### src/rtl/pipeline_host_sequencer_pkg.sv
// pipeline_host_sequencer_pkg: shared mode codes, widths and sequencer states
package pipeline_host_sequencer_pkg;
  localparam logic [1:0] MODE_FIFO_IN = 2'b00;
  localparam logic [1:0] MODE_PROC = 2'b10;
  localparam logic [1:0] MODE_FIFO_OUT = 2'b01;
  localparam logic [1:0] MODE_HOLD = 2'b11;
  localparam int IMEM_ADDR_W = 9;
  localparam int PKT_W = 64;
  typedef enum logic [2:0] {S_IDLE, S_FRST, S_LOAD, S_RUN, S_DRAIN} state_e;
endpackage

### src/rtl/pipeline_host_skid.sv
// pipeline_host_skid: small sync FIFO buffering drained words, push and pop allowed in one cycle
module pipeline_host_skid #(
  parameter int DEPTH = 2,
  parameter int W = 65,
  localparam int CW = $clog2(DEPTH + 1)
) (
  input  logic          clk,
  input  logic          rst,
  input  logic          push,
  input  logic          pop,
  input  logic [W-1:0]  din,
  output logic [W-1:0]  dout,
  output logic          empty,
  output logic [CW-1:0] count
);
  localparam int AW = DEPTH > 1 ? $clog2(DEPTH) : 1;
  logic [W-1:0] mem [DEPTH];
  logic [AW-1:0] wp, rp;
  logic do_push, do_pop;
  assign empty = count == '0;
  assign do_pop = pop && !empty;
  assign do_push = push && (count != CW'(DEPTH) || do_pop);
  assign dout = mem[rp];
  always_ff @(posedge clk)
    if (do_push) mem[wp] <= din;
  always_ff @(posedge clk)
    if (rst) begin
      wp <= '0;
      rp <= '0;
      count <= '0;
    end else begin
      if (do_push) wp <= wp == AW'(DEPTH - 1) ? '0 : wp + 1'b1;
      if (do_pop) rp <= rp == AW'(DEPTH - 1) ? '0 : rp + 1'b1;
      count <= count + CW'(do_push) - CW'(do_pop);
    end
endmodule

### src/rtl/pipeline_host_sequencer.sv
// pipeline_host_sequencer: loads imem and core FIFO, runs threads round-robin, drains FIFO to a stream
module pipeline_host_sequencer
  import pipeline_host_sequencer_pkg::*;
#(
  parameter int RD_LAT = 1,
  parameter int SKID_DEPTH = 2
) (
  input  logic                   clk,
  input  logic                   rst,
  input  logic                   start,
  input  logic [15:0]            run_cycles,
  input  logic                   prog_valid,
  input  logic [IMEM_ADDR_W-1:0] prog_addr,
  input  logic [31:0]            prog_data,
  output logic                   prog_ready,
  input  logic                   pkt_in_valid,
  input  logic [PKT_W-1:0]       pkt_in_data,
  input  logic                   pkt_in_last,
  output logic                   pkt_in_ready,
  output logic                   pkt_out_valid,
  output logic [PKT_W-1:0]       pkt_out_data,
  output logic                   pkt_out_last,
  input  logic                   pkt_out_ready,
  input  logic [PKT_W-1:0]       core_pkt_out,
  input  logic [7:0]             core_depth,
  input  logic                   core_afull,
  output logic                   core_rst,
  output logic                   core_rst_fifo,
  output logic [1:0]             mode_code,
  output logic [1:0]             thread_IF,
  output logic [PKT_W-1:0]       core_pkt_in,
  output logic [31:0]            Instr_IN,
  output logic [IMEM_ADDR_W-1:0] Instr_IN_addr,
  output logic                   Instr_IN_en,
  output logic                   busy,
  output logic                   done
);
  localparam int CW = $clog2(SKID_DEPTH + 1);
  state_e state, state_n;
  logic [15:0] run_cnt;
  logic [1:0] thr;
  logic [7:0] rd_left;
  logic [RD_LAT-1:0] vpipe, lpipe;
  logic post_rst, accept, issue, fin, sk_empty;
  logic [CW-1:0] sk_cnt;
  logic [PKT_W:0] sk_dout;
  int infl;
  always_comb begin
    infl = 0;
    for (int i = 0; i < RD_LAT; i++) infl += int'(vpipe[i]);
    accept = state == S_LOAD && pkt_in_valid && !core_afull;
    issue = state == S_DRAIN && rd_left != 8'd0 && (SKID_DEPTH - int'(sk_cnt)) > infl;
    fin = state == S_DRAIN && rd_left == 8'd0 && infl == 0 && sk_empty;
    state_n = state;
    case (state)
      S_IDLE: if (start) state_n = S_FRST;
      S_FRST: state_n = S_LOAD;
      S_LOAD: if (accept && pkt_in_last) state_n = run_cnt == 16'd0 ? S_DRAIN : S_RUN;
      S_RUN: if (run_cnt == 16'd1) state_n = S_DRAIN;
      S_DRAIN: if (fin) state_n = S_IDLE;
      default: state_n = S_IDLE;
    endcase
  end
  always_ff @(posedge clk)
    if (rst) begin
      state <= S_IDLE;
      post_rst <= 1'b1;
      run_cnt <= '0;
      thr <= '0;
      rd_left <= '0;
      vpipe <= '0;
      lpipe <= '0;
      Instr_IN_en <= 1'b0;
      Instr_IN <= '0;
      Instr_IN_addr <= '0;
    end else begin
      state <= state_n;
      post_rst <= 1'b0;
      if (state == S_IDLE && start) run_cnt <= run_cycles;
      else if (state == S_RUN) run_cnt <= run_cnt - 16'd1;
      thr <= state == S_RUN ? thr + 2'd1 : 2'd0;
      rd_left <= state != S_DRAIN && state_n == S_DRAIN ? core_depth : rd_left - 8'(issue);
      vpipe <= (vpipe << 1) | RD_LAT'(issue);
      lpipe <= (lpipe << 1) | RD_LAT'(issue && rd_left == 8'd1);
      Instr_IN_en <= prog_valid && prog_ready;
      if (prog_valid && prog_ready) begin
        Instr_IN <= prog_data;
        Instr_IN_addr <= prog_addr;
      end
    end
  pipeline_host_skid #(.DEPTH(SKID_DEPTH), .W(PKT_W + 1)) u_skid (
    .clk(clk),
    .rst(rst),
    .push(vpipe[RD_LAT-1]),
    .pop(pkt_out_valid && pkt_out_ready),
    .din({lpipe[RD_LAT-1], core_pkt_out}),
    .dout(sk_dout),
    .empty(sk_empty),
    .count(sk_cnt)
  );
  assign prog_ready = !rst && (state == S_IDLE || state == S_LOAD);
  assign pkt_in_ready = !rst && state == S_LOAD && !core_afull;
  assign mode_code = rst ? MODE_HOLD : accept ? MODE_FIFO_IN : state == S_RUN ? MODE_PROC : issue ? MODE_FIFO_OUT : MODE_HOLD;
  assign core_rst = rst || !(state == S_RUN || state == S_DRAIN);
  assign core_rst_fifo = rst || post_rst || state == S_FRST;
  assign thread_IF = !rst && state == S_RUN ? thr : 2'd0;
  assign core_pkt_in = pkt_in_data;
  assign busy = !rst && state != S_IDLE;
  assign done = !rst && fin;
  assign pkt_out_valid = !rst && !sk_empty;
  assign pkt_out_data = sk_dout[PKT_W-1:0];
  assign pkt_out_last = sk_dout[PKT_W];
endmodule
### config.mk
export PLATFORM = sky130hd
export DESIGN_NAME = pipeline_host_sequencer
export DESIGN_NICKNAME = d
export VERILOG_FILES = /design/src/rtl/pipeline_host_sequencer_pkg.sv /design/src/rtl/pipeline_host_skid.sv /design/src/rtl/pipeline_host_sequencer.sv
export SDC_FILE = /design/constraint.sdc
export NUM_CORES = 1
export LEC_CHECK = 0
export CELL_PAD_IN_SITES_DETAIL_PLACEMENT = 2
export CELL_PAD_IN_SITES_GLOBAL_PLACEMENT = 2
export CORE_ASPECT_RATIO = 0.9
export CORE_MARGIN = 1.5
export CORE_UTILIZATION = 23
export CTS_CLUSTER_SIZE = 28
export DETAILED_ROUTE_END_ITERATION = 8
export PLACE_DENSITY = 0.82
export SLEW_MARGIN = 20
export SYNTH_ARGS = -nofsm -noshare
export SYNTH_HDL_FRONTEND = slang
export SYNTH_SLANG_ARGS = --single-unit
### constraint.sdc
create_clock -name clk -period 4.5 [get_ports clk]
set_input_delay 0.675 -clock clk [delete_from_list [all_inputs] [get_ports clk]]
set_output_delay 0.675 -clock clk [all_outputs]
set_load 0.02 [all_outputs]
==> results of run 1 <==
power groups by stage:
stage,registers [mW],logic (mW),clock network [mW]
2_1_floorplan,2.16,0.249,0
3_3_place_gp,2.14,0.396,0
3_5_place_dp,2.15,0.410,0
4_1_cts,2.11,0.414,2.05
5_1_grt,2.11,0.447,2.11
6_report,2.11,0.406,1.97
flip-flops by register name (all words and copies together) (netlist names), named ones only:
register       count
vpipe              1
post_rst           1
u_skid.wp          1
run_cnt           16
rd_left            8
u_skid.mem       130
u_skid.count       2
state              3
lpipe              1
u_skid.rp          1
Instr_IN          32
thr                2
Instr_IN_addr      9
Instr_IN_en        1
cell type report:
class	count	area (sq um)	share of cell area, %
Clock inverter	18	171	1.42
Tap cell	483	604	5.02
Inverter	11	41.3	0.343
Multi-Input combinational cell	369	2490	20.7
Timing Repair Buffer	262	2620	21.8
Sequential cell	209	5490	45.6
Clock buffer	26	628	5.22
routing by layer:
layer  global-route usage, %  up-vias
li1                        -     2790
met1                    14.5     2956
met2                    21.2      245
met3                    6.11       37
met4                    2.88        2
met5                       0        -
worst max-delay path, cell delays in order, from the launching register on:
cell and delay, ps:
dfxtp_1 340, inv_1 100, ha_1 310, o21a_1 190, o21ai_0 260, nor4bb_1 730, a21oi_1 80, clkdlybuf4s50_1 580
worst min path at each step:
stage                          start                           to  slack (ps)  cells after the start
global route        lpipe$_SDFF_PP0_  u_skid.mem[0][64]$_DFFE_PP_         450                      0
CTS                 lpipe$_SDFF_PP0_  u_skid.mem[0][64]$_DFFE_PP_         440                      0
finish              lpipe$_SDFF_PP0_  u_skid.mem[0][64]$_DFFE_PP_         430                      0
floorplan           lpipe$_SDFF_PP0_  u_skid.mem[0][64]$_DFFE_PP_         400                      0
global placement    lpipe$_SDFF_PP0_  u_skid.mem[0][64]$_DFFE_PP_         410                      0
detailed placement  lpipe$_SDFF_PP0_  u_skid.mem[1][64]$_DFFE_PP_         420                      0
kinds of logic after synthesis:
kind of cell,share of synthesized area [%]
flip-flops,63.6
multiplexers,8.48
XOR/XNOR,1.62
AND/OR/NAND/NOR,10.3
adder cells (fa/ha/maj),1.60
AO/OA/AOI/OAI,6.77
buffers and inverters,7.69
cell usage in the layout (no fill, tap or decap), types with 10 or more instances in the layout:
master             n
xnor2_1           12
or3_1             11
mux2_2            65
ha_1              11
a21oi_1           47
nor4_1            11
dfxtp_1           78
a211oi_1          12
edfxtp_1         130
inv_1             10
clkbuf_16         24
nor2_1            27
nand2_1           93
clkdlybuf4s50_1  253
per-stage QoR:
| step | hold WS, ps | worst slack, ps | power [mW] | instance area (sq um) | utilization (%) |
|---|---|---|---|---|---|
| CTS | 436 | 576 | 4.57 | 12000 | 32.4 |
| finish | 434 | 720 | 4.48 | 12000 | 32.4 |
| detailed placement | 422 | 1180 | 2.56 | 11200 | 30.3 |
| global placement | 412 | 1240 | 2.54 | 11200 | 30.3 |
| floorplan | 404 | 1120 | 2.41 | 8630 | - |
| global route | 450 | 430 | 4.67 | 12000 | 32.4 |
==> impl_metrics.json, run 1 <==
{
  "grt.overflow.total": 0,
  "fmax_ghz": 0.265,
  "instances_no_fill": 1378,
  "rows": 67,
  "tritoncts": "built",
  "period_share_pct": 84.0,
  "yosys.cell_types.count": 52,
  "synth_area_per_cell_sq_um": 12.5,
  "drt_iter0_drc": 152,
  "r2r_cells": 4,
  "cts-root-buf": "clkbuf_16",
  "yosysWarningCount": 0,
  "period_needed_ps": 3780,
  "seq_power_share_pct": 47.0,
  "synth-main-ff-cell": "edfxtp_1",
  "cap_viol_max_count": 0,
  "netlist_area_sq_mm": 0.00863,
  "ios": 383,
  "end_kind": "primary output",
  "reg2reg_from": "run_cnt[2]$_SDFFE_PP0P_",
  "dp.cells": 1334,
  "peakVddDrop_v": 0.000242,
  "synth_common_cells": "edfxtp_1, nand2_1, dfxtp_1",
  "synth_fp_nets": 900,
  "vias": 6030,
  "n_antenna_cell": 0,
  "cts_buffers": 24,
  "setup_viol": 0,
  "relSlewSlack_pct": 39.8,
  "crit_path_end": "mode_code[1]",
  "num-fill-cells": 3915,
  "rsz0062_at_grt": "no",
  "wl_met3_microns": 2760,
  "required_ps": 3830,
  "clock_sinks": 209,
  "cts_buffer_depth": 3,
  "postSynth.asyncResetShare_pct": 0,
  "comb_power_share_pct": 9.1,
  "ys_ff_latch": 209,
  "antenna_found_initial": 1,
  "powerDensity_mw_per_mm2": 372,
  "io_buffers": 254,
  "grt_usage_pct": 12.6,
  "crit_type": "reg2out",
  "min_path_type": "reg2reg",
  "design.core.area_sq_mm": 0.0371,
  "die_width_microns": 207,
  "r2r_end": "rd_left[0]$_SDFF_PP0_",
  "grt_max_degree": 66,
  "highest_layer": "met5",
  "cts_hold_buf": 0,
  "synth.most_common_cell": "edfxtp_1",
  "via_per_inst": 4.38,
  "gp_congestion": 0.725,
  "synth-seq-area-share_pct": 63.6,
  "p_leak_nw": 3.99,
  "dr.pass1.iters": 7,
  "cts_resized": 0,
  "synthCells": 688,
  "drc": 25,
  "yosysTopAreaCellShare_pct": 45.3,
  "wirelength_microns": 24700,
  "start_util_pct": 23.2,
  "h-tree-depth": 1,
  "layout-drive-gt1-share_pct": 13.3,
  "dieArea_sq_mm": 0.0387,
  "internal_power_mw": 3.46,
  "ant_nets": 0,
  "slew_viol_final": 0,
  "cts_setup_buffers": 0,
  "synthTopCellsByArea": "edfxtp_1, dfxtp_1, mux2_2",
  "area_growth_pct": 39.6,
  "cp.arrival_ps": 3110,
  "crit_path_start": "u_skid.count[0]$_SDFF_PP0_",
  "synth_edf_count": 130,
  "violations": "DRC",
  "finalHoldViolations": 0,
  "reg2reg_slack_ps": 1670,
  "dr_wl_met2_microns": 11500,
  "finClkSkew_ps": 9.85,
  "power.switching_mw": 1.03,
  "avgRoutedWirePerCell_microns": 17.9,
  "status": "finished with violations",
  "grt_pass1_vias": 6766,
  "grt_pass1_wl_microns": 38700,
  "dp_hpwl_microns": 17600,
  "start_kind": "register",
  "die_h_microns": 187,
  "wl_met1_microns": 9880,
  "insertion_delay_ps": 520,
  "clockPowerShare_pct": 43.9,
  "path_max_fanout": 4,
  "fin_nets": 1089,
  "clk_pin_slew_ps": 60,
  "fin_tns_setup_ps": 0,
  "synth_top_area_cell": "edfxtp_1",
  "worstMarginPinSlew_ps": 904,
  "power.share.switching_pct": 22.9
}
Power figures use the tool's default switching activity.
==> inputs of run 2 (changes only) <==
--- a/config.mk
+++ b/config.mk
@@ -9,10 +9,10 @@
 export CELL_PAD_IN_SITES_GLOBAL_PLACEMENT = 2
 export CORE_ASPECT_RATIO = 0.9
 export CORE_MARGIN = 1.5
-export CORE_UTILIZATION = 23
+export CORE_UTILIZATION = 26
 export CTS_CLUSTER_SIZE = 28
 export DETAILED_ROUTE_END_ITERATION = 8
-export PLACE_DENSITY = 0.82
+export PLACE_DENSITY = 0.88
 export SLEW_MARGIN = 20
 export SYNTH_ARGS = -nofsm -noshare
 export SYNTH_HDL_FRONTEND = slang
==> constraint.sdc (replaced) <==
create_clock -name clk -period 3.5 [get_ports clk]
set_input_delay 0.525 -clock clk [delete_from_list [all_inputs] [get_ports clk]]
set_output_delay 0.525 -clock clk [all_outputs]
set_load 0.02 [all_outputs]
==> impl_metrics.json, run 2 (synthesis gave the netlist of run 1 again) <==
{
  "gp_congestion": 0.725,
  "p_leak_nw": 3.97,
  "cp.arrival_ps": 2710,
  "area_growth_pct": 38.4,
  "grt.overflow.total": 0,
  "path_max_fanout": 4,
  "path_buf_inv": 2,
  "start_kind": "register",
  "design.core.area_sq_mm": 0.0328,
  "grt_pass1_wl_microns": 39400,
  "worstMarginPinSlew_ps": 735,
  "cp.depth": 6,
  "min_path_type": "in2reg",
  "period_needed_ps": 3230,
  "die_width_microns": 195,
  "cts_hold_buf": 0,
  "fin_tns_setup_ps": 0,
  "dp.cells": 1278,
  "powerDensity_mw_per_mm2": 467,
  "end_kind": "primary output",
  "grtUsageMet3_pct": 7.05,
  "vias": 6056,
  "min_delay_path_depth": 1,
  "largest_register": "u_skid.mem",
  "cts_buffer_depth": 3,
  "setup_viol": 0,
  "final_common_cell": "clkdlybuf4s50_1",
  "reg2reg_from": "run_cnt[2]$_SDFFE_PP0P_",
  "required_ps": 2970,
  "period_share_pct": 92.4,
  "finClkSkew_ps": 13.6,
  "cap_viol_max_count": 0,
  "avgRoutedWirePerCell_microns": 19.9,
  "worstHoldStart": "rst",
  "slew_viol_final": 0,
  "cp_cell_sequence": "or4_1, or3_1, nor4bb_1, buf_4, a21oi_1, dlygate4sd2_1",
  "n_antenna_cell": 0,
  "status": "completed",
  "crit_type": "reg2out",
  "dieArea_sq_mm": 0.0343,
  "insertion_delay_ps": 530,
  "reg_top3": "u_skid.mem: 130 flops, Instr_IN: 32 flops, run_cnt: 16 flops",
  "slowest_delay_ps": 600,
  "die_h_microns": 176,
  "clock_sinks": 209,
  "cts_setup_buffers": 0,
  "dp_hpwl_microns": 18800,
  "grt_usage_pct": 14.8,
  "final_cell_mix": "clkdlybuf4s50_1, edfxtp_1, nand2_1",
  "drc": 0,
  "crit_path_start": "rd_left[3]$_SDFF_PP0_",
  "peakVddDrop_v": 0.000322,
  "finalHoldViolations": 0,
  "cts_buffers": 24,
  "fmax_ghz": 0.309,
  "relSlewSlack_pct": 50.9,
  "rows": 63,
  "layout-drive-gt1-share_pct": 12.8,
  "top_usage_layer": "met2",
  "layout_setup_ws_ps": 267,
  "io_buffers": 254,
  "cts_resized": 2,
  "crit_family": "simple AND/OR/NAND/NOR gates",
  "fin_nets": 1094,
  "pre_cts_slack_ps": 497,
  "drt_iter0_drc": 217,
  "start_util_pct": 26.3,
  "cts-root-buf": "clkbuf_16",
  "antenna_found_initial": 0,
  "instances_no_fill": 1321,
  "via_per_inst": 4.58,
  "grt_pass1_vias": 6680,
  "tritoncts": "built",
  "slowest_stage": "or4_1",
  "clk_pin_slew_ps": 60,
  "ant_nets": 0,
  "gr-usage-met2_pct": 25.2,
  "rsz0062_at_grt": "no",
  "r2r_cells": 4,
  "wirelength_microns": 26300,
  "grt_util_met1_pct": 16.8,
  "dr.pass1.iters": 5,
  "h-tree-depth": 1,
  "grt_max_degree": 48,
  "largest_reg_flops": 130,
  "ios": 383
}
run 2: changes by cell type in the layout (fill, tap and decap cells not counted):
cell	delta
clkdlybuf4s50_1	-2
clkinv_2	-4
clkinv_1	-5
clkbuf_8	-2
clkbuf_1	+13
dlygate4sd2_1	+2
buf_12	+2
buf_4	+3
bufinv_16	-2
inv_6	-1
run 2: worst register-to-register path, stage by stage, from the launching register on:
cell and delay, ps:
dfxtp_1 350, or4_1 700, or4b_1 810, or3_1 610
a211oi_1 310
run 2: through the flow:
| step | cell area, sq um | hold WS [ps] | utilization (%) | total power [mW] |
|---|---|---|---|---|
| after floorplan | 8630 | 404 | - | 3.10 |
| after global placement | 11200 | 408 | 34.2 | 3.26 |
| after detailed placement | 11200 | 425 | 34.2 | 3.29 |
| after CTS | 11900 | 381 | 36.4 | 5.69 |
| after global routing | 11900 | 436 | 36.4 | 5.81 |
| final | 11900 | 414 | 36.4 | 5.57 |
run 2: layout make-up:
cell class,instances,area (sq um)
Inverter,11,41.3
Multi-Input combinational cell,369,2490
Fill cell,3388,20900
Timing Repair Buffer,267,2680
Tap cell,422,528
Sequential cell,209,5490
Clock inverter,6,63.8
Clock buffer,37,649
run 2: routing by layer:
metal / part of all wire [%] / vias to the layer above
li1: - / 2796
met1: 40 / 2949
met2: 48 / 276
met3: 11 / 35
met4: 2.0 / 0
met5: 0 / -
run 2: power by group:
group | internal, mW | switching [mW]
Combinational | 0.263 | 0.261
Sequential | 2.66 | 0.0486
Clock | 1.35 | 0.990
Total | 4.27 | 1.30
run 2: final timing paths:
check,to,slack [ps]
worst max-delay path,mode_code[1],270
worst min-delay path,post_rst$_DFF_P_,410
worst max register to register,rd_left[1]$_SDFF_PP0_,620
worst min register to register,u_skid.mem[1][64]$_DFFE_PP_,430
